==> src/rtl/fractal_sync_rr_arb.sv <==
`default_nettype none
// ============================================================================
// Module   : fractal_sync_rr_arb
// Purpose  : Lets N_REQ compute-unit requesters share one fractal sync
//            request port. Each requester can hold one latched barrier
//            request. Queued requests go downstream in round-robin order.
//            Wake and error responses return to the requesters selected by a
//            destination mask. A per-requester watchdog turns a lost wake
//            into an error.
// Ports    : clk_i, rst_ni (async active-low)
//            req_sync_i/req_aggr_i/req_id_i  per-requester request (flat vectors)
//            req_wake_o/req_error_o          per-requester one-cycle pulses
//            out_sync_o/out_ready_i          downstream valid/ready
//            out_aggr_o/out_id_o/out_src_o   granted request fields
//            rsp_wake_i/rsp_error_i/rsp_dst_i downstream response + dst mask
// Revision : 1.0  initial release
// ============================================================================
module fractal_sync_rr_arb #(
    parameter int N_REQ          = 4,
    parameter int AGGR_W         = 6,
    parameter int ID_W           = 5,
    parameter int TIMEOUT_CYCLES = 1024
) (
    input  logic                       clk_i,
    input  logic                       rst_ni,
    input  logic [N_REQ-1:0]           req_sync_i,
    input  logic [N_REQ*AGGR_W-1:0]    req_aggr_i,
    input  logic [N_REQ*ID_W-1:0]      req_id_i,
    output logic [N_REQ-1:0]           req_wake_o,
    output logic [N_REQ-1:0]           req_error_o,
    output logic                       out_sync_o,
    input  logic                       out_ready_i,
    output logic [AGGR_W-1:0]          out_aggr_o,
    output logic [ID_W-1:0]            out_id_o,
    output logic [$clog2(N_REQ)-1:0]   out_src_o,
    input  logic                       rsp_wake_i,
    input  logic                       rsp_error_i,
    input  logic [N_REQ-1:0]           rsp_dst_i
);

    localparam int SRC_W   = $clog2(N_REQ);
    // A disabled watchdog still gets a 1-bit counter so no vector has zero width.
    localparam int c_CNT_W = (TIMEOUT_CYCLES > 0) ? $clog2(TIMEOUT_CYCLES + 1) : 1;

    localparam logic [1:0] c_ST_IDLE   = 2'd0;
    localparam logic [1:0] c_ST_QUEUED = 2'd1;
    localparam logic [1:0] c_ST_ISSUED = 2'd2;

    logic [N_REQ-1:0]        w_queued;
    logic [N_REQ*AGGR_W-1:0] w_aggr_all;
    logic [N_REQ*ID_W-1:0]   w_id_all;
    logic                    w_found;
    logic [SRC_W-1:0]        w_win;
    logic [SRC_W:0]          w_idx;
    logic                    w_hs;
    logic [SRC_W-1:0]        r_ptr;

    // Round-robin search. It starts at r_ptr and wraps at N_REQ. The extra
    // index bit keeps ptr+i from overflowing before the wrap is applied.
    always_comb begin
        w_found = 1'b0;
        w_win   = '0;
        w_idx   = '0;
        for (int i = 0; i < N_REQ; i++) begin
            w_idx = {1'b0, r_ptr} + (SRC_W+1)'(i);
            if (w_idx >= (SRC_W+1)'(N_REQ)) begin
                w_idx = w_idx - (SRC_W+1)'(N_REQ);
            end
            if (!w_found && w_queued[w_idx[SRC_W-1:0]]) begin
                w_found = 1'b1;
                w_win   = w_idx[SRC_W-1:0];
            end
        end
    end

    assign w_hs       = w_found && out_ready_i;
    assign out_sync_o = w_found;
    assign out_src_o  = w_win;
    // The latched fields stay in their registers after use, so gate them
    // with w_found to give all-zero fields when nothing is queued.
    assign out_aggr_o = w_found ? w_aggr_all[w_win*AGGR_W +: AGGR_W] : '0;
    assign out_id_o   = w_found ? w_id_all[w_win*ID_W +: ID_W] : '0;

    always_ff @(posedge clk_i or negedge rst_ni) begin
        if (!rst_ni) begin
            r_ptr <= '0;
        end else if (w_hs) begin
            r_ptr <= (w_win == SRC_W'(N_REQ - 1)) ? '0 : w_win + SRC_W'(1);
        end
    end

    for (genvar k = 0; k < N_REQ; k++) begin : g_req
        logic [1:0]         r_state;
        logic [AGGR_W-1:0]  r_aggr;
        logic [ID_W-1:0]    r_id;
        logic [c_CNT_W-1:0] r_cnt;
        logic               r_wake;
        logic               r_err;
        logic               w_grant;
        logic               w_hit_wake;
        logic               w_hit_err;
        logic               w_expired;

        assign w_grant    = w_hs && (w_win == SRC_W'(k));
        assign w_hit_err  = rsp_error_i && rsp_dst_i[k];
        assign w_hit_wake = rsp_wake_i && rsp_dst_i[k];
        // With the watchdog disabled, the counter sits at 0 == TIMEOUT_CYCLES.
        // That would look like an expiry, so the enable qualifies it.
        assign w_expired  = (TIMEOUT_CYCLES > 0) && (r_cnt == c_CNT_W'(TIMEOUT_CYCLES));

        always_ff @(posedge clk_i or negedge rst_ni) begin
            if (!rst_ni) begin
                r_state <= c_ST_IDLE;
                r_aggr  <= '0;
                r_id    <= '0;
                r_cnt   <= '0;
                r_wake  <= 1'b0;
                r_err   <= 1'b0;
            end else begin
                r_wake <= 1'b0;
                r_err  <= 1'b0;
                // A second request while one is outstanding is dropped and
                // flagged. The FSM keeps tracking the original request.
                if (req_sync_i[k] && (r_state != c_ST_IDLE)) begin
                    r_err <= 1'b1;
                end
                case (r_state)
                    c_ST_IDLE: begin
                        if (req_sync_i[k]) begin
                            r_state <= c_ST_QUEUED;
                            r_aggr  <= req_aggr_i[k*AGGR_W +: AGGR_W];
                            r_id    <= req_id_i[k*ID_W +: ID_W];
                        end
                    end
                    c_ST_QUEUED: begin
                        if (w_grant) begin
                            r_state <= c_ST_ISSUED;
                            r_cnt   <= '0;
                        end
                    end
                    c_ST_ISSUED: begin
                        // Priority: downstream error, then wake, then the
                        // watchdog. A real response beats a same-cycle expiry.
                        if (w_hit_err) begin
                            r_err   <= 1'b1;
                            r_state <= c_ST_IDLE;
                        end else if (w_hit_wake) begin
                            r_wake  <= 1'b1;
                            r_state <= c_ST_IDLE;
                        end else if (w_expired) begin
                            r_err   <= 1'b1;
                            r_state <= c_ST_IDLE;
                        end else if (r_cnt != c_CNT_W'(TIMEOUT_CYCLES)) begin
                            r_cnt <= r_cnt + c_CNT_W'(1);
                        end
                    end
                    default: begin
                        r_state <= c_ST_IDLE;
                    end
                endcase
            end
        end

        assign w_queued[k]                    = (r_state == c_ST_QUEUED);
        assign w_aggr_all[k*AGGR_W +: AGGR_W] = r_aggr;
        assign w_id_all[k*ID_W +: ID_W]       = r_id;
        assign req_wake_o[k]                  = r_wake;
        assign req_error_o[k]                 = r_err;
    end

endmodule
`default_nettype wire

==> config.mk <==
export PLATFORM = sky130hd
export DESIGN_NAME = fractal_sync_rr_arb
export DESIGN_NICKNAME = d
export VERILOG_FILES = /design/src/rtl/fractal_sync_rr_arb.sv
export SDC_FILE = /design/constraint.sdc
export NUM_CORES = 1
export LEC_CHECK = 0
export BUFFER_PORTS_ARGS = -buffer_cell sky130_fd_sc_hd__buf_2
export CAP_MARGIN = 20
export CORE_MARGIN = 10
export CORE_UTILIZATION = 30
export DETAILED_ROUTE_END_ITERATION = 10
export PLACE_DENSITY = 0.5
export SETUP_SLACK_MARGIN = 0.5
export SLEW_MARGIN = 20
export SYNTH_ARGS = -nofsm -noshare
export SYNTH_HDL_FRONTEND = slang
export SYNTH_SLANG_ARGS = --single-unit
==> constraint.sdc <==
create_clock -name clk_i -period 2.35 [get_ports clk_i]
set_clock_uncertainty 0.15 [all_clocks]
set_input_delay 0.235 -clock clk_i [delete_from_list [all_inputs] [get_ports clk_i]]
set_output_delay 0.235 -clock clk_i [all_outputs]
set_load 0.03 [all_outputs]
==> results list, run 1 <==
- Setup_tns: -1.40 ns
* Worst-path cell with the longest stage delay: sky130_fd_sc_hd__dfrtp_1
* Iter 0 DRT Violations: around 160
- Total vias in the final route: around 4600
- Total number of clock tree sinks: around 110
* Biggest fanout along the worst timing path: 6
- Measured along the y axis, the die boundary spans between 150 and 200 um.
- Data arrival time of the worst path: approximately 2.1 ns
- Global routing used 20.9% of the available met2 tracks.
* Violated checks: setup timing
- The count of nets left with antenna violations once routing finished came out at 0.
- Grt total ovfl: 0
* Number of antenna diodes: 0
- In the finished design, the share of the clock period the worst path needs comes to 106%.
* Clock tree from TritonCTS: yes
- After filler insertion, the fill cell instance count of the layout stands at roughly 1500.
* Area of the multi-input gates: 0.00326 mm^2
- Worst hold path class: input pin to flip-flop
* Per-cell routed wire length: 17.3 um
- During I/O placement, the number of pins put on the boundary was 79.
- In this run the horizontal extent of the chip is ~150 um.
- Counting both buffers and inverters, the worst setup path holds a total of 2.
* Largest net degree at the start of global routing: 70
* Peak supply drop: approximately 2.4 mV
- Of the total power, registers draw approximately a quarter.
- Top cells by area, synth: sky130_fd_sc_hd__dfrtp_1 (50%), sky130_fd_sc_hd__mux2_2 (9.5%), sky130_fd_sc_hd__mux2i_1 (4.1%)
- Number of flip-flops and latches in the synthesized netlist: 106
- GRT Util Overall: around an eighth
* Clock period minus worst slack: ~2.5 ns
- Clock tree synthesis inserted a total of 9 buffers.
- Input and output buffers added on the ports amount to 78.
- The via count of the first global-routing pass came to between 4000 and 5000.
* Run status: finished with violations
* Number of synthesis warnings: 0
- M3 GR Usage: between 4 and 5%
- Across the whole layout, storage elements account for roughly 0.0027 mm^2.
- Design area: just over 0.008 mm^2
* Data required, critical path: between 1.5 and 2 ns
- Hpwl dp: roughly 11000 um
- Summing every instance area after synthesis gives 0.00533 mm^2.
- STA classifies the critical path startpoint as a flip-flop.
- Routability-driven placement finished with a final weighted congestion of 0.818.
- In this run, synthesis inferred 0 flip-flops with an integrated enable.
- Worst slew margin relative to its limit: 69.6%
- Yosys cell types: between 40 and 50
- Summing all placed instances gives a cell area of ~0.0065 mm^2.
- Hold_ws: 0.0280 ns
- On the critical path the largest part of the delay comes from compound AO/OA/AOI/OAI gates.
* Number of iterations in the first detailed-routing pass: 4
- Layer carrying the most global-route usage: met2
- Compared with the post-synthesis result, the final layout area differs by 54.0%.
- Gate count after technology mapping: just over 500
- Counting tap cells, the placed design contains a total of between 800 and 900 instances.
- The initial utilization of the core area, before any placement, comes to between 30% and 40%.
* Share of the yosys chip area belonging to registers: 49.8%
- Top cell type by total area after synthesis: sky130_fd_sc_hd__dfrtp_1
- Number of standard cells in the final layout excluding fillers: about 920
- Final #Nets: between 700 and 800
- Total power: around 13 mW
- Slowest Stage Delay on Critical Path: just over 0.4 ns
- Routed wire length: roughly 16000 um
* Critical Setup Path Class: flip-flop to primary output
* Ys async rst share: 100%
- Most used flip-flop cell after synthesis: sky130_fd_sc_hd__dfrtp_1
- Clock share of power: 11.2%
- Die Outline Area: ~0.023 mm^2
- Post-Route Utilization: 47.3%
* Net switching power figure: 5.34 mW
* Leakage component of the power: 3.58 nW
- After synthesis, the mean cell area works out to roughly 11 um^2.
- The number of antenna violations at the first check in global routing is 0.
- Via density per instance: about 5.0
- Clk slew on worst S/H paths: about 0.070 ns
- Critical-path cell list: nand2b_4 -> o21ai_4 -> a22o_4 -> clkinv_8 -> mux2i_4 -> o22ai_4 -> buf_6
* Number of standard-cell rows in the floorplan: 48
* Final routed DRC violation total: 0
* Commonest cells in the synthesized netlist: sky130_fd_sc_hd__dfrtp_1 (106), sky130_fd_sc_hd__mux2_2 (45), sky130_fd_sc_hd__o21ai_0 (44), sky130_fd_sc_hd__nand2_1 (38), sky130_fd_sc_hd__nor2_1 (31)
* Int Pwr: 7.36 mW
* Top-area cell type share of the netlist area: 49.8%
- After layout, the worst setup slack is -0.144 ns.
* First-pass GRT wire length: between 20000 and 30000 um
* Most common cell in the netlist: sky130_fd_sc_hd__dfrtp_1
* Fraction of final layout cells with drive strength greater than 1: between 40% and 50%
- The share of total power dissipated in combinational logic is about two thirds.
- Final hold viol count: 0
- No sink is reached through more buffers than the 2 on the longest clock path.
- Syn_nets: between 500 and 600
- Setup violations remaining at the end of the flow were counted as 15.
- Number of maximum-capacitance violations: 0
* CTS root buffer: sky130_fd_sc_hd__clkbuf_16
- Count of H-tree levels built during CTS: 3
* Clk_lat worst skew: ~0.35 ns
* Fmax: between 400 and 500 MHz
- Of the total power, the share spent switching nets is a little over two fifths.
- At the placement stage, the worst setup path has a slack of a little over 0.05 ns.
- Pwr per Cell Area: roughly 1500 mW/mm^2
- Core Footprint: about 0.017 mm^2
* Met1 Usage GRT: between 10% and 20%
- The total count of max-transition violations in the final report was 0.
* Critical path endpoint category: primary output
- Setup repair after global routing missed its margin: true
- Worst Max-Slew Pin Slew: roughly 0.46 ns
## path summary, 6_finish.rpt
| path | startpoint | end | slack (ns) | cells past startpoint |
|---|---|---|---|---|
| setup / recovery | g_req[0].r_state[1]$_DFFE_PN0P_ | out_aggr_o[5] | -0.14 | 7 |
| max in group asynchronous | rst_ni | r_ptr[1]$_DFFE_PN0N_ | 1.11 | 3 |
| min in group asynchronous | rst_ni | g_req[1].r_cnt[7]$_DFFE_PN0P_ | 0.21 | 2 |
| hold / removal | req_sync_i[3] | g_req[3].r_err$_DFF_PN0_ | 0.03 | 2 |
| setup reg to reg | g_req[0].r_state[1]$_DFFE_PN0P_ | g_req[0].r_cnt[9]$_DFFE_PN0P_ | -0.01 | 9 |
| hold reg to reg | g_req[3].r_cnt[10]$_DFFE_PN0P_ | g_req[3].r_cnt[10]$_DFFE_PN0P_ | 0.33 | 1 |
## cell type report
cell class	instances	area share, %
Inverter	17	1.13
Tap cell	225	3.43
Sequential cell	106	32.4
Timing Repair inverter	3	0.533
Timing Repair Buffer	191	19.4
Clock inverter	7	0.564
Multi-Input combinational cell	358	39.8
Clock buffer	9	2.74
## power groups by stage
| stage | registers [mW] | logic, mW | clock network, mW |
|---|---|---|---|
| after floorplan | 2.81 | 4.74 | 0 |
| after global placement | 2.97 | 5.79 | 0 |
| after detailed placement | 2.98 | 5.86 | 0 |
| after CTS | 2.98 | 7.06 | 1.46 |
| after global routing | 3.08 | 8.76 | 1.54 |
| final | 3.02 | 8.26 | 1.42 |
## repair_timing
action | in CTS | in global routing
setup endpoints to repair | 62 | 67
hold buffers | 49 | 0
pin swaps | 7 | 18
buffers inserted | 10 | 27
hold endpoints to repair | 80 | 0
gates cloned | 5 | 0
resized for setup | 94 | 100
## metal layers
metal | share of wire, % | vias to the layer above | wire length, um
met3 | 6.7 | 15 | 1070
met5 | 0 | - | 0
met2 | 49 | 105 | 7770
met4 | 1.1 | 0 | 176
li1 | - | 2211 | -
met1 | 43 | 2260 | 6820
## logic make-up (layout without fill, tap and decap cells)
kind of cell             after synthesis  count (layout)  share of synthesized area [%]
AND/OR/NAND/NOR                      157             157                           15.7
XOR/XNOR                               5               5                          0.822
adder cells (fa/ha/maj)                8               8                           1.88
buffers and inverters                 41             227                           4.18
AO/OA/AOI/OAI                        121             121                           14.0
flip-flops                           106             106                           49.8
multiplexers                          67              67                           13.6
## layout by cell type, fill, tap and decap left out, drive strengths merged, types with 11 or more instances in the layout
master       instances
buf                142
and3                19
nand4               11
dfrtp              106
nor2                31
o22ai               12
mux2i               22
dlygate4sd3         49
inv                 17
nand2               38
a21oi               22
o21ai               55
mux2                45
## state kept, by name, summed over array words and instances (netlist names)
name           cells
g_req.r_cnt       44
g_req.r_aggr      24
g_req.r_id        20
g_req.r_wake       4
r_ptr              2
g_req.r_state      8
g_req.r_err        4
Power figures use the tool's default switching activity.
==> run 2: changes to the inputs <==
- ABC_AREA: not set -> 1
==> run 2 against run 1 <==
Effect of this change:
- the flow still finishes with violations (setup timing)
- maximum frequency down 9.5%
- sequential cell count unchanged
- routed wire length up 8.5%
- count of clock-buffer cells in the layout unchanged
- die area up 11%
==> results list, run 2 <==
* Run status: finished with violations
* Violated checks: setup timing
- The filler cells instantiated in the layout total between 1500 and 2000.
* Starting Density: between 30% and 40%
- Counting every instance in the synthesized netlist gives around 740.
- Total number of clock tree sinks: approximately 110
- Across the run, the number of max-cap violations was 0.
- Input and output buffers added on the ports amount to 78.
- The later pin in the worst-skew pair is clocked with a latency of 0.36 ns.
- Register with the most flip-flops: g_req.r_cnt
- GRT Util Overall: a little over an eighth
- Worst-case clock buffer depth: 2
- The cell sitting at the root of the clock tree is a sky130_fd_sc_hd__clkbuf_16.
- Mapped Area: about 0.006 mm^2
- The final number of hold-violating endpoints was 0.
- Adding up every negative setup slack in the final design gives -4.96 ns.
- Row generation in the floorplan step produced 51 rows.
- Counting every net in the synthesized netlist gives 803.
- Final count of pins violating max slew: 0
- In this run the number of H-tree levels came out at 3.
- Per-cell routed wire length: between 10 and 15 um
* Mean instance size in the synthesized netlist: just over 8 um^2
- Detailed routing inserted a total of roughly 5500 vias.
- Static timing analysis puts the maximum clock frequency at about 360 MHz.
- After synthesis, the most frequently instantiated cells are sky130_fd_sc_hd__nand2_1 (184), sky130_fd_sc_hd__nand3_1 (119), sky130_fd_sc_hd__dfrtp_1 (106), sky130_fd_sc_hd__nor2_1 (69), sky130_fd_sc_hd__inv_1 (60).
* Iter 0 DRT Violations: between 200 and 300
* Data arrival time of the worst path: approximately 2.4 ns
- Number of flip-flops and latches in the synthesized netlist: between 100 and 150
- Worst-path cell with the longest stage delay: sky130_fd_sc_hd__dfrtp_2
- Top cells by area, synth: sky130_fd_sc_hd__dfrtp_1 (44%), sky130_fd_sc_hd__nand2_1 (12%), sky130_fd_sc_hd__nand3_1 (10%)
- Inserted Clock Buffers: 9
- Summed over all layers, the routed wires come to about 17000 um.
- The register with the most flip-flops in the layout has 44 of them.
- Most common cell in the netlist: sky130_fd_sc_hd__nand2_1
- Yosys cell types: 39
- Number of routed nets with antenna violations: 0
- Data on the critical path is required at its endpoint by 1.97 ns.
- Last weighted congestion value of the routability-driven placer: 0.826
- Clk slew on worst S/H paths: ~0.08 ns
- Top cell type by total area after synthesis: sky130_fd_sc_hd__dfrtp_1
- Number of synthesis warnings: 0
- Biggest fanout along the worst timing path: 24
* Fraction of final layout cells with drive strength greater than 1: approximately 33%
* Final setup slack of the worst path: -0.405 ns
- Entering global routing, the biggest net connects 64 pins.
- Leading cell types in the layout, fill and taps excluded: sky130_fd_sc_hd__nand2_1 (162), sky130_fd_sc_hd__dfrtp_1 (105), sky130_fd_sc_hd__nand3_1 (98), sky130_fd_sc_hd__buf_2 (63), sky130_fd_sc_hd__inv_1 (59)
- Area delta synth->final: 42.5%
- For this run, the register share of the synthesized area comes to 44.4%.
* Slowest Stage Delay on Critical Path: around 0.47 ns
* Die Wd: between 150 and 200 um
- Setup violations remaining at the end of the flow were counted as 30.
- 0 antenna diodes ended up in the layout.
- Area of the multi-input gates: about 0.0034 mm^2
- Crit-path leading delay family: simple AND/OR/NAND/NOR gates
* Final routed DRC violation total: 0
- The number of antenna violations at the first check in global routing is 0.
- Number of iterations in the first detailed-routing pass: 5
- The worst setup path is launched from a flip-flop.
- Ys async rst share: 100%
- For this run, the post-layout net count is approximately 1000.
* Critical path endpoint category: primary output
- The first global-routing pass estimated about 29000 um of wire.
- Summing all placed instances gives a cell area of a little over 0.007 mm^2.
- Hpwl dp: about 12000 um
- After global routing the overflow that remains totals 0.
- Number of global-route vias before repair: about 5400
- Top-area cell type share of the netlist area: 44.4%
- Clock period minus worst slack: between 2 and 3 ns
- Number of primary I/O pins: between 70 and 80
- Most used flip-flop cell after synthesis: sky130_fd_sc_hd__dfrtp_1
- Largest registers: g_req.r_cnt x44, g_req.r_aggr x24, g_req.r_id x20
* Die Outline Area: around 0.026 mm^2
* Critical Setup Path Class: flip-flop to primary output
- Walking the worst path, the cells encountered are inv_4 -> nand2_1 -> nand2_2 -> nand3_2 -> nand2_4 -> nand4_1 -> nand2_2 -> nor2_4 -> buf_12 -> nand3_1 -> nand2_1 -> nor2_2 -> nor2_4 -> buf_4.
- Height of the die: roughly 160 um
- Measured against its own limit, the worst slew margin works out to between 60% and 70%.
- In this run, synthesis inferred 0 flip-flops with an integrated enable.
* Core Footprint: 0.0195 mm^2
- Hold_ws: 0.0413 ns
* Seq. cell area: 0.00265 mm^2
- Worst Max-Slew Pin Slew: 0.507 ns
* Setup repair after global routing missed its margin: true
- Buffers & Inverters on Critical Path: 3
- In this run the worst hold path is classified as input pin to flip-flop.
* Final Cycle Share: 117%
- Most common library cell in the layout ignoring fill and taps: sky130_fd_sc_hd__nand2_1
- Via density per instance: about 4.7
* Design area: 0.00852 mm^2
- Clock tree from TritonCTS: yes
[run 2: cell types whose count changed in the layout (fill, tap and decap cells not counted), sizes merged, moves of 9 or more]
cell,previous run,this run
nand3,9,130
nor3,3,23
mux2,45,33
nand2,38,197
nand2b,9,0
nor2,31,72
inv,17,68
o21ai,55,26
o22ai,12,1
mux2i,22,0
and3,19,0
[run 2: metal layers]
layer	global-route usage [%]	part of all wire (%)	routed length, um	vias to the layer above
met5	0	0	0	-
met4	3.80	1.7	291	0
met3	3.05	3.8	651	18
met2	22.4	50	8600	95
met1	17.0	44	7640	2576
li1	-	-	-	2808
[run 2: metrics by stage]
stage	instances	setup WS [ns]	utilization (%)
after CTS	1180	-0.393	43.5
after floorplan	738	0.140	-
after global routing	1180	-0.556	43.6
after global placement	1102	-0.173	37.1
after detailed placement	1102	-0.180	37.1
final	1180	-0.405	43.6
[run 2: worst paths after layout]
| kind | from | to | slack (ns) | cells past startpoint |
|---|---|---|---|---|
| setup / recovery | r_ptr[0]$_DFFE_PN0N_ | out_aggr_o[4] | -0.41 | 14 |
| hold / removal | rsp_dst_i[3] | g_req[3].r_wake$_DFF_PN0_ | 0.04 | 3 |
| setup reg to reg | r_ptr[1]$_DFFE_PN0N_ | g_req[1].r_cnt[7]$_DFFE_PN0P_ | -0.05 | 16 |
| hold reg to reg | g_req[3].r_aggr[5]$_DFFE_PN0P_ | g_req[3].r_aggr[5]$_DFFE_PN0P_ | 0.36 | 1 |
| max in group asynchronous | rst_ni | g_req[3].r_id[2]$_DFFE_PN0P_ | 1.27 | 3 |
| min in group asynchronous | rst_ni | g_req[2].r_cnt[8]$_DFFE_PN0P_ | 0.12 | 2 |
[run 2: logic make-up after synthesis]
logic type,share of synthesized area [%]
AO/OA/AOI/OAI,6.20
AND/OR/NAND/NOR,33.8
multiplexers,6.22
XOR/XNOR,0.440
adder cells (fa/ha/maj),1.67
flip-flops,44.4
buffers and inverters,7.28
[run 2: repair_timing]
item                                    in CTS  in global routing
pin swaps                                   19                  3
endpoints found under the setup margin      70                 70
gates cloned                                 5                  0
hold buffers                                48                  0
resized for setup                           83                 10
setup buffers                                9                  0
endpoints found under the hold margin      153                  0
[run 2: worst reg2reg max path: stages, from the launching register on]
cell and delay [ns]:
sky130_fd_sc_hd__dfrtp_1 0.43, sky130_fd_sc_hd__inv_2 0.10, sky130_fd_sc_hd__buf_4 0.15, sky130_fd_sc_hd__buf_6 0.12, sky130_fd_sc_hd__nand2_4 0.08, sky130_fd_sc_hd__nand2_4 0.05
sky130_fd_sc_hd__nor2_4 0.14, sky130_fd_sc_hd__nand3_4 0.13, sky130_fd_sc_hd__nand2_8 0.16, sky130_fd_sc_hd__nand2_8 0.09, sky130_fd_sc_hd__buf_6 0.14, sky130_fd_sc_hd__buf_6 0.12
sky130_fd_sc_hd__nand3_2 0.10, sky130_fd_sc_hd__nand2_2 0.08, sky130_fd_sc_hd__buf_12 0.15, sky130_fd_sc_hd__nand2_1 0.06, sky130_fd_sc_hd__o21ai_1 0.05
[run 2: layout make-up]
type / instances / share of cell area (%)
timing repair buffer: 186 / 18.4
multi-input combinational: 542 / 39.9
tap: 265 / 3.89
clock buffer: 9 / 2.64
sequential: 106 / 31.2
clock inverter: 7 / 1.04
inverter: 65 / 2.94
Power of run 2 is left out: the tool's default activity adds up to more than one toggle a clock period on the data nets, which glitch-free logic cannot reach.
==> run 3: changes to the inputs <==
- clock period: 2.35 -> 3 ns (I/O delays scaled with it)
==> run 3 against run 2 <==
Effect of this change:
- sequential share of layout area increased by 2.5 points
- non-clock buffer count decreased by 55
- final area decreased by 7.5%
- critical path depth unchanged
- the flow now finishes without violations
- register-to-register slack improved by 0.44 ns
- via count decreased by 3.2%
- count of clock-buffer cells in the layout unchanged
- sequential cell count unchanged
==> results list, run 3 (synthesis results as in run 2) <==
- CTS root buffer: sky130_fd_sc_hd__clkbuf_16
- Number of iterations in the first detailed-routing pass: 7
- In this run the worst hold path is classified as input pin to flip-flop.
- Area delta synth->final: 31.8%
- The worst setup path is captured at a primary output.
- The critical path is of the flip-flop to primary output type.
- Reg2Reg Depth: 15
- Hpwl dp: between 10000 and 15000 um
- In this run, placement finished with an instance count of approximately 1100.
* Final #Nets: between 900 and 1000
- The worst hold path begins at req_aggr_i[5].
- By instance count, the cell type seen most on the critical path is sky130_fd_sc_hd__nand2_1.
* Filler instances: slightly above 2000
* Inserted Clock Buffers: 9
- After detailed routing, the average wire length per cell comes to around 16 um.
- Run status: finished, final reports clean
* Element type at the critical path start: flip-flop
- Critical-path cell list: inv_4 -> nand3_2 -> nand2_1 -> nand2_1 -> nand2_1 -> nand2_1 -> nand2_1 -> nand2_2 -> nand2_4 -> nand3_1 -> nand2_1 -> nor2_1 -> nor2_2 -> buf_6
- Worst slew margin relative to its limit: roughly 46%
* Setup_tns: 0 ns
* Leading cell types in the layout, fill and taps excluded: sky130_fd_sc_hd__nand2_1 (166), sky130_fd_sc_hd__dfrtp_1 (104), sky130_fd_sc_hd__nand3_1 (102), sky130_fd_sc_hd__buf_2 (64), sky130_fd_sc_hd__inv_1 (59)
* Reg-to-reg critical path endpoint: g_req[0].r_cnt[7]$_DFFE_PN0P_
- Clock tree synthesis found a total of about 110 sinks.
- Along the worst path, the maximum fanout reaches 6.
- Across all register-to-register paths, the minimum setup slack is a little under 0.4 ns.
- Via density per instance: about 4.7
- The worst hold path was traced through 2 stages.
* Most common library cell in the layout ignoring fill and taps: sky130_fd_sc_hd__nand2_1
* Starting Density: 30.6%
- Number of routed nets with antenna violations: 0
* Number of antenna diodes: 0
* Routed wire length: ~18000 um
- Buffers & Inverters on Critical Path: 2
- The final number of hold-violating endpoints came to 0.
* Setup repair after global routing missed its margin: true
- Register with the most flip-flops: g_req.r_cnt
* Hold-critical path endpoint: g_req[0].r_aggr[5]$_DFFE_PN0P_
* Max FFs per register: 44
- At the pin with the least slew margin, the transition time is 0.804 ns.
* Core Footprint: ~0.020 mm^2
- For this run, design rule violations remaining after detail routing come to 0.
- The first routing iteration left 273 violations.
* Final Cycle Share: 95.0%
- Fraction of final layout cells with drive strength greater than 1: between 30% and 40%
* Clk_lat worst skew: ~0.36 ns
- First-pass GRT wire length: 28000 um
- Worst-path cell with the longest stage delay: sky130_fd_sc_hd__dfrtp_2
- Number of standard-cell rows in the floorplan: 51
- Largest net degree at the start of global routing: 59
* Height of the die: roughly 160 um
- For this run, the slowest stage of the critical path takes 0.48 ns.
- The total count of max-transition violations in the final report was 0.
* Buffers added on ports: about 80
- Minimum setup slack after placement: ~0.12 ns
* Die Wd: roughly 160 um
- The via count of the first global-routing pass was 5272.
- Count of H-tree levels built during CTS: 3
* Total vias in the final route: about 5300
- In this run the deepest clock path goes through 2 buffers.
- Routability-driven placement finished with a final weighted congestion of between 0.8 and 0.9.
- Total setup violations reported at the end of the flow: 0
- The largest registers in the layout are g_req.r_cnt x44, g_req.r_aggr x24, g_req.r_id x20.
* Number of standard cells in the final layout excluding fillers: ~1100
- Die Outline Area: 0.0260 mm^2
* Number of primary I/O pins: between 70 and 80
- The total overflow left after global routing is 0.
- Clock tree from TritonCTS: yes
* Clk slew on worst S/H paths: about 0.08 ns
* GRT Util Overall: 13.2%
* Fmax: about 350 MHz
- Final setup slack of the worst path: 0.149 ns
- Data arrival time of the worst path: roughly 2.4 ns
* Clock period minus worst slack: around 2.9 ns
- The number of antenna violations at the first check in global routing is 0.
- In this run the critical register-to-register path is launched from r_ptr[0]$_DFFE_PN0N_.
- The cell family contributing the most delay on the critical path is simple AND/OR/NAND/NOR gates.
- Max-cap violations in this run came to 0.
* Data required, critical path: ~2.6 ns
==> run 3: cell count changes in the layout (fill, tap and decap cells not counted), sizes merged <==
cell         delta
clkinv          -1
dlygate4sd3    -29
inv             +1
nand3           +2
buf            -26
nor2            +4
nand2           +1
==> run 3: metrics by stage <==
step,area [um^2],hold WS (ns),util (%)
after floorplan,6000,-0.146,-
after global placement,6630,0.305,34.0
after detailed placement,6630,0.302,34.0
after CTS,7610,0.000701,39.0
after global routing,7880,0.0112,40.4
final,7880,0.0140,40.4
==> run 3: worst max-delay path by stage <==
stage | from | to | slack, ns | depth (start not counted)
detailed placement | r_ptr[0]$_DFFE_PN0N_ | out_aggr_o[4] | 0.12 | 13
global placement | r_ptr[0]$_DFFE_PN0N_ | out_id_o[3] | 0.18 | 14
finish | r_ptr[0]$_DFFE_PN0N_ | out_id_o[3] | 0.15 | 14
CTS | r_ptr[0]$_DFFE_PN0N_ | out_aggr_o[4] | 0.19 | 13
global route | r_ptr[0]$_DFFE_PN0N_ | out_aggr_o[5] | 0.01 | 15
floorplan | r_ptr[0]$_DFFE_PN0N_ | out_aggr_o[2] | 0.47 | 13
==> run 3: repair_timing <==
item | CTS | global route
setup buffers | 18 | 7
endpoints found under the setup margin | 64 | 53
hold endpoints to repair | 73 | 0
pin swaps | 26 | 12
hold buffers | 19 | 0
gates cloned | 5 | 6
gates resized for setup | 72 | 34
==> run 3: area by class of cell <==
type	instances	area, um^2	area share (%)
clock inverter	7	76.3	0.969
inverter	65	251	3.19
multi-input combinational	549	3350	42.5
tap	265	332	4.21
timing repair buffer	131	990	12.6
clock buffer	9	225	2.86
sequential	106	2660	33.7
==> run 3: routing by layer <==
layer	up-vias	track usage [%]	wire length (um)
li1	2710	-	-
met1	2514	17.8	8300
met2	85	20.8	8550
met3	14	2.64	554
met4	0	4.30	229
met5	-	0	0
==> run 3: worst reg2reg max path: stages, from the launching register on <==
cell and delay (ns):
sky130_fd_sc_hd__dfrtp_2 0.48, sky130_fd_sc_hd__inv_4 0.13, sky130_fd_sc_hd__nand3_2 0.10, sky130_fd_sc_hd__nand2_1 0.14
sky130_fd_sc_hd__nand2_1 0.06, sky130_fd_sc_hd__nand2_1 0.12, sky130_fd_sc_hd__nand4_1 0.23, sky130_fd_sc_hd__nand2_8 0.19
sky130_fd_sc_hd__nor2_4 0.07, sky130_fd_sc_hd__buf_4 0.13, sky130_fd_sc_hd__buf_4 0.13, sky130_fd_sc_hd__buf_6 0.13
sky130_fd_sc_hd__nand3_4 0.17, sky130_fd_sc_hd__nand2_8 0.11, sky130_fd_sc_hd__nand2_1 0.10, sky130_fd_sc_hd__o21ai_1 0.06
Power of run 3 is left out for the same reason.
